**src/rtl/led_pattern_pkg.sv**
```systemverilog
// Shared mode encodings and FSM state type for the LED pattern sequencer.
package led_pattern_pkg;

   localparam logic [1:0] MODE_ROT_L = 2'b00;
   localparam logic [1:0] MODE_ROT_R = 2'b01;
   localparam logic [1:0] MODE_PP    = 2'b10;
   localparam logic [1:0] MODE_BLINK = 2'b11;

   typedef enum logic [2:0] {
      ROT_L   = 3'd0,
      ROT_R   = 3'd1,
      PP_UP   = 3'd2,
      PP_DN   = 3'd3,
      BLK_ON  = 3'd4,
      BLK_OFF = 3'd5
   } state_e;

   function automatic state_e start_state(input logic [1:0] mode);
      case (mode)
         MODE_ROT_R: return ROT_R;
         MODE_PP:    return PP_UP;
         MODE_BLINK: return BLK_ON;
         default:    return ROT_L;
      endcase
   endfunction

endpackage

```
**src/rtl/led_tick_gen.sv**
```systemverilog
// Step-rate counter: cnt runs 0..TICK_DIV-1, otick flags the last count unless held.
module led_tick_gen #(
   parameter int TICK_DIV = 12000000
) (
   input  logic iclk,
   input  logic irst,
   input  logic ihold,
   input  logic iclr,
   output logic otick
);

   localparam int CNT_W = (TICK_DIV > 1) ? $clog2(TICK_DIV) : 1;
   localparam logic [CNT_W-1:0] CNT_MAX = CNT_W'(TICK_DIV - 1);

   logic [CNT_W-1:0] cnt;

   // Clear beats hold so a mode change always restarts a full step period.
   always_ff @(posedge iclk or posedge irst) begin
      if (irst) begin
         cnt <= '0;
      end else if (iclr) begin
         cnt <= '0;
      end else if (!ihold) begin
         cnt <= (cnt == CNT_MAX) ? '0 : cnt + CNT_W'(1);
      end
   end

   assign otick = (cnt == CNT_MAX) && !ihold;

endmodule

```
**src/rtl/led_pattern_fsm.sv**
```systemverilog
// LED pattern sequencer: rotate left/right, ping-pong and blink, one step per tick.
// Define LED_ACTIVE_LOW_EN to drive owvled inverted for boards with low-lit LEDs.
//
//   state   | meaning
//   ROT_L   | single lit bit moving toward MSB, wraps to bit0
//   ROT_R   | single lit bit moving toward bit0, wraps to MSB
//   PP_UP   | ping-pong, moving toward MSB
//   PP_DN   | ping-pong, moving toward bit0
//   BLK_ON  | all LEDs on
//   BLK_OFF | all LEDs off
module led_pattern_fsm
   import led_pattern_pkg::*;
#(
   parameter int LED_NUM  = 8,
   parameter int TICK_DIV = 12000000
) (
   input  logic               iclk,
   input  logic               irst,
   input  logic [1:0]         imode,
   input  logic               ihold,
   output logic [LED_NUM-1:0] owvled,
   output logic               otick
);

   logic [1:0]         mode_q;
   logic               mode_chg;
   state_e             state, state_n;
   logic [LED_NUM-1:0] pat, pat_n;
   logic [LED_NUM-1:0] start_pat;

   assign mode_chg = (imode != mode_q);

   led_tick_gen #(
      .TICK_DIV (TICK_DIV)
   ) u_tick (
      .iclk  (iclk),
      .irst  (irst),
      .ihold (ihold),
      .iclr  (mode_chg),
      .otick (otick)
   );

   always_comb begin
      case (imode)
         MODE_ROT_R: start_pat = {1'b1, {(LED_NUM-1){1'b0}}};
         MODE_BLINK: start_pat = '1;
         default:    start_pat = LED_NUM'(1);
      endcase
   end

   always_ff @(posedge iclk or posedge irst) begin
      if (irst) begin
         mode_q <= MODE_ROT_L;
         state  <= ROT_L;
         pat    <= LED_NUM'(1);
      end else begin
         mode_q <= imode;
         state  <= state_n;
         pat    <= pat_n;
      end
   end

   // otick is already gated by ihold, so a held step never reaches here.
   always_comb begin
      state_n = state;
      pat_n   = pat;
      if (mode_chg) begin
         state_n = start_state(imode);
         pat_n   = start_pat;
      end else if (otick) begin
         case (state)
            ROT_L: pat_n = {pat[LED_NUM-2:0], pat[LED_NUM-1]};
            ROT_R: pat_n = {pat[0], pat[LED_NUM-1:1]};
            PP_UP: begin
               pat_n = pat << 1;
               if (pat[LED_NUM-2]) state_n = PP_DN;
            end
            PP_DN: begin
               pat_n = pat >> 1;
               if (pat[1]) state_n = PP_UP;
            end
            BLK_ON: begin
               pat_n   = '0;
               state_n = BLK_OFF;
            end
            BLK_OFF: begin
               pat_n   = '1;
               state_n = BLK_ON;
            end
            default: begin
               pat_n   = LED_NUM'(1);
               state_n = ROT_L;
            end
         endcase
      end
   end

`ifdef LED_ACTIVE_LOW_EN
   assign owvled = ~pat;
`else
   assign owvled = pat;
`endif

endmodule

```
**config.mk**
```make
export PLATFORM = sky130hd
export DESIGN_NAME = led_pattern_fsm
export DESIGN_NICKNAME = d
export VERILOG_FILES = /design/src/rtl/led_pattern_pkg.sv /design/src/rtl/led_tick_gen.sv /design/src/rtl/led_pattern_fsm.sv
export SDC_FILE = /design/constraint.sdc
export NUM_CORES = 1
export LEC_CHECK = 0
export BUFFER_PORTS_ARGS = -buffer_cell sky130_fd_sc_hd__buf_2
export CAP_MARGIN = 15
export CORE_ASPECT_RATIO = 0.8
export CORE_MARGIN = 2
export CORE_UTILIZATION = 50
export CTS_CLUSTER_DIAMETER = 80
export DETAILED_ROUTE_END_ITERATION = 6
export PLACE_DENSITY_LB_ADDON = 0.05
export RECOVER_POWER = 50
export SLEW_MARGIN = 20
export SYNTH_ARGS = -nofsm -noshare
export SYNTH_HDL_FRONTEND = slang
export SYNTH_SLANG_ARGS = --single-unit
```
**constraint.sdc**
```tcl
create_clock -name iclk -period 4.5 [get_ports iclk]
set_input_delay 0.675 -clock iclk [delete_from_list [all_inputs] [get_ports iclk]]
set_output_delay 0.675 -clock iclk [all_outputs]
set_load 0.005 [all_outputs]
```
# Yosys cells after proc, flatten, opt, wreduce, memory -nomap -nowiden
# Index checks and enable logic that the tools add are counted.
# totals
in_bits	5
output_inout_bits	9
word_cells	38
regBits	37
# classes
n_eq_ne	14
n_mux	13
addsub	1
n_reduce_logical	6
# op_table
op	n
two-way mux 24 bit	3
case mux 8 bit (6 select lines)	1
adder 24 x 1 -> 24 bit (second input constant)	1
equality test 24 bit (second input constant)	1
two-way mux 8 bit	2
case mux 8 bit (2 select lines)	1
case mux 3 bit (5 select lines)	1
two-way mux 3 bit	4
case mux 3 bit (3 select lines)	1
equality test 3 x 2 -> 1 bit (second input constant)	2
equality test 3 bit (second input constant)	2
!= test 3 bit (second input constant)	2
equality test 2 bit (second input constant)	2
!= test 2 x 1 -> 1 bit (second input constant)	2
AND reduction 4 bit	1
equality test 3 x 1 -> 1 bit (second input constant)	1
zero test 3 bit	1
equality test 2 x 1 -> 1 bit (second input constant)	1
!= test 2 bit	1
nonzero test 2 bit	1
OR reduction 2 bit	1
logical AND 1 bit	1
zero test 1 bit	1

# Longest topological paths before layout
# Gate-level depths: netlist of run 1.
# depth
depth_word	5
ltp_mapped	8
mapped_depth_nobuf	6

# Cells and area by module
# From an unflattened synthesis of run 1, not the netlist that was laid out.
# hier_totals
cells_unflattened	267
area_unflattened_um2	2397.3
# modules_own_cells
module	seq_area_each_um2	instances	area_per_inst_um2	cells_each
led_tick_gen	600.6	1	1478.9	167
led_pattern_fsm	326.6	1	918.4	100

# Least setup slack after synthesis of run 1
# Ideal clock, no wire load.
# synth_path
kind	input-to-output
start	in ihold
end	out otick
t_arrival_ns	1.627
path_buffers	2
cell_stages	6
t_required_ns	3.825
path_slack_ns	2.198
path_cell_list	clkbuf_1 nor3b_1 nand3_2 or2_1 buf_2 inv_2
# synth_via
elab_chain_cells	2
# synth_lines
element	line_no	rtl
from (decl)	led_pattern_fsm.sv:20	input logic ihold,
zero test 1 bit	--	
logical AND 1 bit	led_tick_gen.sv:28	assign otick = (cnt == CNT_MAX) && !ihold;
to (decl)	led_pattern_fsm.sv:22	output logic otick
# No other way between the ends.

# Worst setup path after layout of run 1
# layout_path
start	reg u_tick.cnt[0]
end	out otick
# layout_via
elab_chain_cells	2
# layout_lines
element	line_no	rtl
from (decl)	led_tick_gen.sv:15	logic [CNT_W-1:0] cnt;
from (signal assigned)	led_tick_gen.sv:24	cnt <= (cnt == CNT_MAX) ? '0 : cnt + CNT_W'(1);
equality test 24 bit	led_tick_gen.sv:28	
logical AND 1 bit	led_tick_gen.sv:28	
# No other way between the ends.

==> results.toml, run 1 <==
[yosys]
synth-edff-count = 0
yosysSeqAreaShare = 0.369
ys.flop_type = "dfrtp_1"
ys_types = 63
synth_top_area_share = 0.359
yosys_warnings = 0
yosysTopAreaCell = "dfrtp_1"
synthesis.area_mm2 = 0.00251
avgSynthCellArea_um2 = 9.03
async_reset_ff_frac = 1.00
ys_ff_latch = 37
ys_top_cells_by_area = "dfrtp_1 (36%), o211ai_1 (5.1%), nand2_1 (3.9%)"
synthCells = 278
syn_nets = 284

[sta]
tns_ns = 0
max_freq_ghz = 0.343
finalCritPeriodShare = 0.648
hold_violations = 0
min_period_ns = 2.91
skew_ns = 0.00945
rsz0062_at_grt = "false"
setup_violations = 0
tightestPinTransition_ns = 1.99
slew_viol_final = 38
maxSlewHeadroom = -0.326

[pwr]
clockPowerShare = 0.402
combPwrFrac = 0.123
power.switching_uw = 206
power_density_mw_per_mm2 = 289
ir_worst_vdd_uv = 139
switching_share = 0.269
cellInternalPower_uw = 558
p_total_uw = 764
p_leak_nw = 1.02
pwr-share-seq = 0.475

[floorplanning]
rows = 23
initial_core_util = 0.510
die_area_mm2 = 0.00561
io-pin-count = 14
fp.dieW_um = 83.2
die_h_um = 67.4
fp.coreArea_mm2 = 0.00492

[grt]
gr-total-overflow = 0
antenna_found_initial = 0
grt_pass1_wl_um = 10000
grt.total_usage = 0.226
grt_max_degree = 38
grt_pass1_vias = 1901

[cells_and_area]
nets = 285
mostFrequentLayoutCells = "dfrtp_1 (36), nand2_1 (26), nand3_1 (17), o211ai_1 (17), nor2_1 (13)"
diodes = 0
layout_commonest_cell = "dfrtp_1"
stdcell_count = 342
postLayoutCoreUtil = 0.536
drive_gt1_frac = 0.121
finalInstanceArea_mm2 = 0.00264
fillers = 433
areaGrowthSynthToFinish_pct = 5.13

[setup_path]
r2r-start = "u_tick.cnt[0]$_DFFE_PP0P_"
setup.worst_path.class = "flip-flop to primary output"
crit_fanout = 16
cp-end-kind = "primary output"
cp.required_ns = 3.83
cp-start-kind = "flip-flop"
cp-startpoint = "u_tick.cnt[0]$_DFFE_PP0P_"
critical_path_arrival_ns = 2.24
r2r_slack_ns = 2.26
r2r-end = "owvled[3]$_DFFE_PP0P_"
ff2ff_path_depth = 5
cp-endpoint = "otick"

[clock_tree]
tritoncts = "done"
hold_buffers = 0
htree_levels = 2
clk_path_buf_depth = 2
clk_pin_slew_ns = 0.08
cts_buffers = 5
worst_skew_pair.late_latency_ns = 0.29
ctsRootBufferMaster = "clkbuf_8"
cts_resized = 0
clock-sinks = 37
cts_setup_buffers = 0

[run_status]
violations = "capacitance limit, slew limit"
outcome = "complete, but fails checks"

[placed_design]
port_buffers = 13
dp_cells = 334
gp_congestion = 0.836
dpl-instance-area_mm2 = 0.00253
dp_hpwl_um = 4140

[min_path]
worst_hold_path_type = "flip-flop to flip-flop"

[route]
top_layer_used = "met4"
drtIter0Drc = 196
dr.pass1.iters = 4
vias = 2196
drt-met1-wl_um = 3190
drt-wirelength-per-cell_um = 17.5
wl_met3_um = 245
met2WireLength_um = 2490
via_per_inst = 6.42
drc = 0
wl_um = 5970
ant_nets = 0

[flow_run]
max-cap-violations = 1
final cells by class:
class | count | area [um^2] | area share
multi-input cells | 208 | 1390 | 0.528
clock inverters | 2 | 37.5 | 0.0142
repair buffers | 16 | 80.1 | 0.0303
flip-flops and latches | 37 | 927 | 0.351
clock buffers | 6 | 82.6 | 0.0313
inverters | 11 | 41.3 | 0.0156
well taps | 62 | 77.6 | 0.0294
cells by family (layout without fill, tap and decap cells):
logic type,Yosys count,after routing,synth area share
multiplexers,6,6,0.0239
flip-flops,37,37,0.369
adder cells (fa/ha/maj),1,1,0.00498
XOR/XNOR,5,5,0.0174
AND/OR/NAND/NOR,122,122,0.295
buffers and inverters,33,35,0.0767
AO/OA/AOI/OAI,74,74,0.213
flip-flops by register name, indices dropped and copies added (netlist names):
register    flops
u_tick.cnt     24
owvled          8
state           3
mode_q          2
Yosys cell counts (3+ instances only):
master	n
a21oi_1	8
a22oi_1	6
a41oi_1	3
and2_1	3
and3_1	4
buf_2	3
buf_6	5
clkbuf_1	10
dfrtp_1	36
inv_1	10
mux2i_1	6
nand2_1	26
nand2b_1	3
nand3_1	17
nand4_1	7
nor2_1	14
nor3_1	7
nor4_1	5
o211ai_1	17
o21ai_0	10
o21ai_1	3
o311ai_1	9
or3_1	9
or4_1	5
xor2_1	4
routing by layer:
metal	GRT usage	up-vias
li1	-	1066
met1	0.357	1072
met2	0.310	52
met3	0.0489	6
met4	0.0492	0
met5	0	-
through the flow:
stage | hold slack [ns] | setup slack [ns]
2_1_floorplan | 0.515 | 2.20
3_3_place_gp | 0.548 | 1.71
3_5_place_dp | 0.553 | 1.68
4_1_cts | 0.489 | 1.61
5_1_grt | 0.578 | 1.45
6_report | 0.560 | 1.59
power by group through the flow:
stage | clock network [mW] | logic, mW | registers (mW)
6_report | 0.307 | 0.0937 | 0.363
3_5_place_dp | 0 | 0.0950 | 0.369
5_1_grt | 0.331 | 0.108 | 0.365
2_1_floorplan | 0 | 0.0759 | 0.362
4_1_cts | 0.313 | 0.0956 | 0.363
3_3_place_gp | 0 | 0.0951 | 0.369
worst min-delay path by stage:
| stage | start | to | slack, ns | depth (start not counted) |
|---|---|---|---|---|
| 2_1_floorplan | u_tick.cnt[16]$_DFFE_PP0P_ | u_tick.cnt[16]$_DFFE_PP0P_ | 0.51 | 1 |
| 3_3_place_gp | u_tick.cnt[1]$_DFFE_PP0P_ | u_tick.cnt[1]$_DFFE_PP0P_ | 0.55 | 2 |
| 3_5_place_dp | u_tick.cnt[1]$_DFFE_PP0P_ | u_tick.cnt[1]$_DFFE_PP0P_ | 0.55 | 2 |
| 4_1_cts | irst | owvled[7]$_DFFE_PP0P_ | 0.49 | 3 |
| 5_1_grt | imode[1] | mode_q[1]$_DFF_PP0_ | 0.58 | 1 |
| 6_report | u_tick.cnt[1]$_DFFE_PP0P_ | u_tick.cnt[1]$_DFFE_PP0P_ | 0.56 | 2 |
critical path: stages, from the launching register on:
cell     delay [ns]
dfrtp_1        0.41
ha_1           0.28
and3_1         0.31
nand3_2        0.30
or2_1          0.44
inv_2          0.09
buf_2          0.11
Power figures use the tool's default switching activity.
==> inputs of run 2 (changes only) <==
ABC_AREA = 1   (was not set)
clock period = 2.8 ns   (was 4.5 ns; I/O delays follow)
==> run 2 against run 1 <==
  * The run now ends clean
  * Power up 65%
  * Wire length increased by 5.3%
  * Sequential power is 64% higher
  * Hold slack worse by 0.36 ns
  * Core utilization grew 1.8 points
  * Largest cell class unchanged
==> results.toml, run 2 <==
[pwr]
ir_worst_vdd_uv = 363
switching_share = 0.279
p_leak_nw = 1.41
power.switching_uw = 351
pwr-share-seq = 0.472
cellInternalPower_uw = 906
clockPowerShare = 0.388
combPwrFrac = 0.139
power_density_mw_per_mm2 = 455

[cells_and_area]
fillers = 508
layout_commonest_cell = "nand2_1"
stdcell_count = 484
regMostFlops = "u_tick.cnt"
multi_input_area_mm2 = 0.00137
drive_gt1_frac = 0.0735
diodes = 0
regArea_um2 = 927
areaGrowthSynthToFinish_pct = 7.29
mostFrequentLayoutCells = "nand2_1 (151), nor2_1 (61), inv_1 (48)"
nets = 427
largest_reg_flops = 24
finalInstanceArea_mm2 = 0.00276

[route]
top_layer_used = "met4"
drc = 0
dr.pass1.iters = 5
drt-met1-wl_um = 3540
via_per_inst = 5.20
drtIter0Drc = 224
vias = 2517
drt-wirelength-per-cell_um = 13.0
ant_nets = 0
wl_um = 6290
wl_met3_um = 283
met2WireLength_um = 2400

[sta]
maxSlewHeadroom = 0.241
tns_ns = 0
tightestPinTransition_ns = 1.14
whs_ns = 0.202
min_period_ns = 2.19
max_freq_ghz = 0.456
setup_violations = 0
finalCritPeriodShare = 0.784
slew_viol_final = 0
rsz0062_at_grt = "false"
skew_ns = 0.00646
hold_violations = 0
setup_ws_ns = 0.606

[clock_tree]
worst_skew_pair.late_latency_ns = 0.29
cts_buffers = 5
clk_path_buf_depth = 2
htree_levels = 2
ctsRootBufferMaster = "clkbuf_8"
clock-sinks = 37
cts_setup_buffers = 0
clk_pin_slew_ns = 0.08
cts_resized = 0
tritoncts = "done"
hold_buffers = 0

[setup_path]
crit_chain = "ha_1 > nand3_1 > nor2_4 > nand3_1 > nor3_1 > buf_2"
critPathTopFamily = "simple AND/OR/NAND/NOR gates"
cp-start-kind = "flip-flop"
path_buf_inv = 1
cpMaxStageDelayCell = "dfrtp_1"
cp.required_ns = 2.38
critPathMaxStageDelay_ns = 0.39
path_common_cell = "nand3_1"
setup.worst_path.class = "flip-flop to primary output"
cp-end-kind = "primary output"
crit_fanout = 7
critical_path_arrival_ns = 1.77

[yosys]
synthCells = 410
syn_nets = 416
avgSynthCellArea_um2 = 6.28
synthTopCellsByCount = "nand2_1 (151), nor2_1 (61), inv_1 (48), nand3_1 (43), dfrtp_1 (36)"
ys_types = 30
synthesis.area_mm2 = 0.00257
yosys_warnings = 0
async_reset_ff_frac = 1.00
synth_top_area_share = 0.350
ys_top_cells_by_area = "dfrtp_1 (35%), nand2_1 (22%), nor2_1 (8.9%)"
synth-edff-count = 0
ys.flop_type = "dfrtp_1"
synth.most_common_cell = "nand2_1"
yosysTopAreaCell = "dfrtp_1"
ys_ff_latch = 37
yosysSeqAreaShare = 0.360

[grt]
grt_pass1_vias = 2177
antenna_found_initial = 0
grt.total_usage = 0.236
gr-total-overflow = 0
grt_pass1_wl_um = 10600
grt_max_degree = 26

[floorplanning]
fp.dieW_um = 84.2
die_h_um = 68.2
die_area_mm2 = 0.00574
initial_core_util = 0.517
rows = 23
io-pin-count = 14
fp.coreArea_mm2 = 0.00498

[placed_design]
gp_congestion = 0.857
port_buffers = 13
dp_cells = 476
preCtsSetupSlack_ns = 0.927
dpl-instance-area_mm2 = 0.00265
dp_hpwl_um = 4710

[run_status]
outcome = "finished clean"

[min_path]
worst_hold_path_type = "input pin to asynchronous set/reset pin"

[flow_run]
max-cap-violations = 0
run 2: changes by cell type after synthesis, sizes merged, moves of 8 or more:
cell / change
clkbuf: -11
nor2: +51
or3: -9
inv: +38
o211ai: -17
nand3: +26
nand2: +129
nand4: +8
o311ai: -9
run 2: cells by family (layout without fill, tap and decap cells):
kind of cell | after synthesis | count (layout) | synth area share
compound gates | 19 | 19 | 0.0408
buf+inv | 62 | 74 | 0.106
flops | 37 | 37 | 0.360
fa+ha+maj | 1 | 1 | 0.00486
xor+xnor | 2 | 2 | 0.00681
simple gates | 289 | 289 | 0.481
run 2: worst paths after layout:
check	from	endpoint	slack, ns	depth (start not counted)
setup / recovery	u_tick.cnt[0]$_DFFE_PP0P_	otick	0.61	6
hold / removal	irst	u_tick.cnt[21]$_DFFE_PP0P_	0.20	2
setup reg to reg	u_tick.cnt[0]$_DFFE_PP0P_	owvled[2]$_DFFE_PP0P_	0.97	8
hold reg to reg	owvled[0]$_DFFE_PP1P_	owvled[0]$_DFFE_PP1P_	0.50	2
max in group asynchronous	irst	u_tick.cnt[4]$_DFFE_PP0P_	1.14	3
min in group iclk	imode[0]	mode_q[0]$_DFF_PP0_	0.31	1
run 2: worst reg2reg max path, cell delays in order (launching register included):
cell     delay (ns)
dfrtp_1        0.39
ha_1           0.22
nand3_1        0.18
nor2_1         0.19
nand3_1        0.11
nand2_1        0.12
nand2_1        0.30
nand2_1        0.15
nand2_1        0.07
run 2: layer usage:
layer / vias up / global-route usage
met5: - / 0
met4: 0 / 0.0645
met3: 6 / 0.0410
met2: 78 / 0.330
met1: 1124 / 0.370
li1: 1309 / -
run 2: power groups by stage:
stage,sequential [mW],clock (mW),combinational (mW)
after global routing,0.596,0.526,0.207
final,0.594,0.488,0.175
after CTS,0.591,0.495,0.178
after detailed placement,0.602,0,0.177
after global placement,0.602,0,0.177
after floorplan,0.591,0,0.134
run 2: final cells by class:
type,instances,area share
Clock buffer,7,0.0313
Timing Repair Buffer,16,0.0285
Inverter,50,0.0680
Multi-Input combinational cell,311,0.498
Tap cell,62,0.0281
Sequential cell,37,0.336
Clock inverter,1,0.0109
run 2: through the flow:
stage	power, mW	util
5_1_grt	1.33	0.555
2_1_floorplan	0.725	-
6_report	1.26	0.555
4_1_cts	1.26	0.556
3_5_place_dp	0.779	0.533
3_3_place_gp	0.780	0.533
==> inputs of run 3 (changes only) <==
clock period = 2.3 ns   (was 2.8 ns; I/O delays follow)
==> run 3 against run 2 <==
  * Non-clock buffer count up 1
  * Clock skew up 0.0044 ns
  * Setup slack worse by 0.45 ns
  * Count of clock-buffer cells in the layout unchanged
  * Clock power down 4.9%
  * Sequential power up 21%
  * Global-route usage up 0.23 points
  * Critical path depth unchanged
  * Flip-flop and latch count unchanged
  * Via count up 1.5%
  * Hold slack better by 0.049 ns
  * Final area down 0.77%
  * Highest routed layer unchanged
==> results.toml, run 3 (synthesis results as in run 2) <==
[run_status]
outcome = "finished clean"

[cells_and_area]
drive_gt1_frac = 0.0758
largest_reg_flops = 24
regArea_um2 = 927
areaGrowthSynthToFinish_pct = 6.47
postLayoutCoreUtil = 0.550
finalInstanceArea_mm2 = 0.00274
stdcell_count = 484
diodes = 0
fillers = 528
multi_input_area_mm2 = 0.00137
layout_commonest_cell = "nand2_1"
regMostFlops = "u_tick.cnt"
mostFrequentLayoutCells = "nand2_1 (151), nor2_1 (61), inv_1 (48)"
nets = 428

[floorplanning]
fp.coreArea_mm2 = 0.00498
die_area_mm2 = 0.00574
die_h_um = 68.2
rows = 23
io-pin-count = 14
fp.dieW_um = 84.2
initial_core_util = 0.517

[pwr]
pwr-share-seq = 0.513
power_density_mw_per_mm2 = 513
p_total_mw = 1.41
switching_share = 0.297
combPwrFrac = 0.156
clockPowerShare = 0.330
cellInternalPower_uw = 989
p_leak_nw = 1.41
ir_worst_vdd_uv = 318
power.switching_uw = 417

[route]
drtIter0Drc = 146
via_per_inst = 5.28
drt-wirelength-per-cell_um = 13.4
ant_nets = 0
wl_um = 6490
dr.pass1.iters = 5
drc = 0
vias = 2555

[clock_tree]
clock-sinks = 37
clk_path_buf_depth = 2
cts_buffers = 5
cts_resized = 0
hold_buffers = 0
cts_setup_buffers = 0
ctsRootBufferMaster = "clkbuf_8"
htree_levels = 2
clk_pin_slew_ns = 0.07
tritoncts = "done"
worst_skew_pair.late_latency_ns = 0.29

[grt]
gr-total-overflow = 0
grt_pass1_wl_um = 10700
grt_pass1_vias = 2149
antenna_found_initial = 0
grt_max_degree = 38
grt.total_usage = 0.239

[sta]
skew_ns = 0.0109
setup_violations = 0
maxSlewHeadroom = 0.346
finalCritPeriodShare = 0.933
hold_violations = 0
tns_ns = 0
max_freq_ghz = 0.466
rsz0062_at_grt = "false"
setup_ws_ns = 0.154
whs_ns = 0.251
min_period_ns = 2.15
slew_viol_final = 0
tightestPinTransition_ns = 0.981

[setup_path]
crit_fanout = 7
setup.worst_path.class = "flip-flop to primary output"
cp-end-kind = "primary output"
critical_path_arrival_ns = 1.80
cp.required_ns = 1.96
cp-start-kind = "flip-flop"

[placed_design]
gp_congestion = 0.847
dp_cells = 477
preCtsSetupSlack_ns = 0.442
dp_hpwl_um = 4660
port_buffers = 13
dpl-instance-area_mm2 = 0.00266

[flow_run]
max-cap-violations = 0

[min_path]
worst_hold_path_type = "input pin to flip-flop"
==> run 3: cell count changes in the layout (fill, tap and decap cells not counted) <==
| cell | previous run | this run |
|---|---|---|
| bufinv_16 | 1 | 0 |
| clkbuf_2 | 0 | 1 |
| clkbuf_1 | 6 | 5 |
| buf_4 | 2 | 3 |
==> run 3: final timing paths <==
kind,to,depth (start not counted),slack (ns),from
hold reg to reg,owvled[0]$_DFFE_PP1P_,2,0.50,owvled[0]$_DFFE_PP1P_
setup reg to reg,owvled[3]$_DFFE_PP0P_,8,0.48,u_tick.cnt[0]$_DFFE_PP0P_
hold / removal,mode_q[0]$_DFF_PP0_,1,0.25,imode[0]
setup / recovery,otick,6,0.15,u_tick.cnt[0]$_DFFE_PP0P_
max in group asynchronous,u_tick.cnt[13]$_DFFE_PP0P_,3,1.33,irst
min in group asynchronous,u_tick.cnt[21]$_DFFE_PP0P_,3,0.35,irst
==> run 3: layout make-up <==
cell class / count / share of cell area
multi-input cells: 311 / 0.501
flip-flops and latches: 37 / 0.338
inverters: 50 / 0.0685
repair buffers: 17 / 0.0320
clock buffers: 7 / 0.0315
well taps: 62 / 0.0283
==> run 3: power by group through the flow <==
stage	clock [mW]	combinational, mW	sequential [mW]
2_1_floorplan	0	0.163	0.720
3_3_place_gp	0	0.218	0.731
3_5_place_dp	0	0.220	0.732
4_1_cts	0.480	0.221	0.719
5_1_grt	0.511	0.253	0.724
6_report	0.464	0.220	0.721
==> run 3: worst max-delay path, cell delays in order, from the launching register on <==
cell     delay [ns]
dfrtp_1        0.38
ha_1           0.21
nand3_1        0.17
nor2_4         0.21
nand3_1        0.13
nor3_1         0.25
buf_2          0.16
==> run 3: metal layers <==
metal / up-vias / part of all wire / track usage
met3: 10 / 0.056 / 0.0398
li1: 1304 / - / -
met1: 1161 / 0.54 / 0.377
met4: 0 / 0.011 / 0.0504
met2: 80 / 0.40 / 0.336
met5: - / 0 / 0
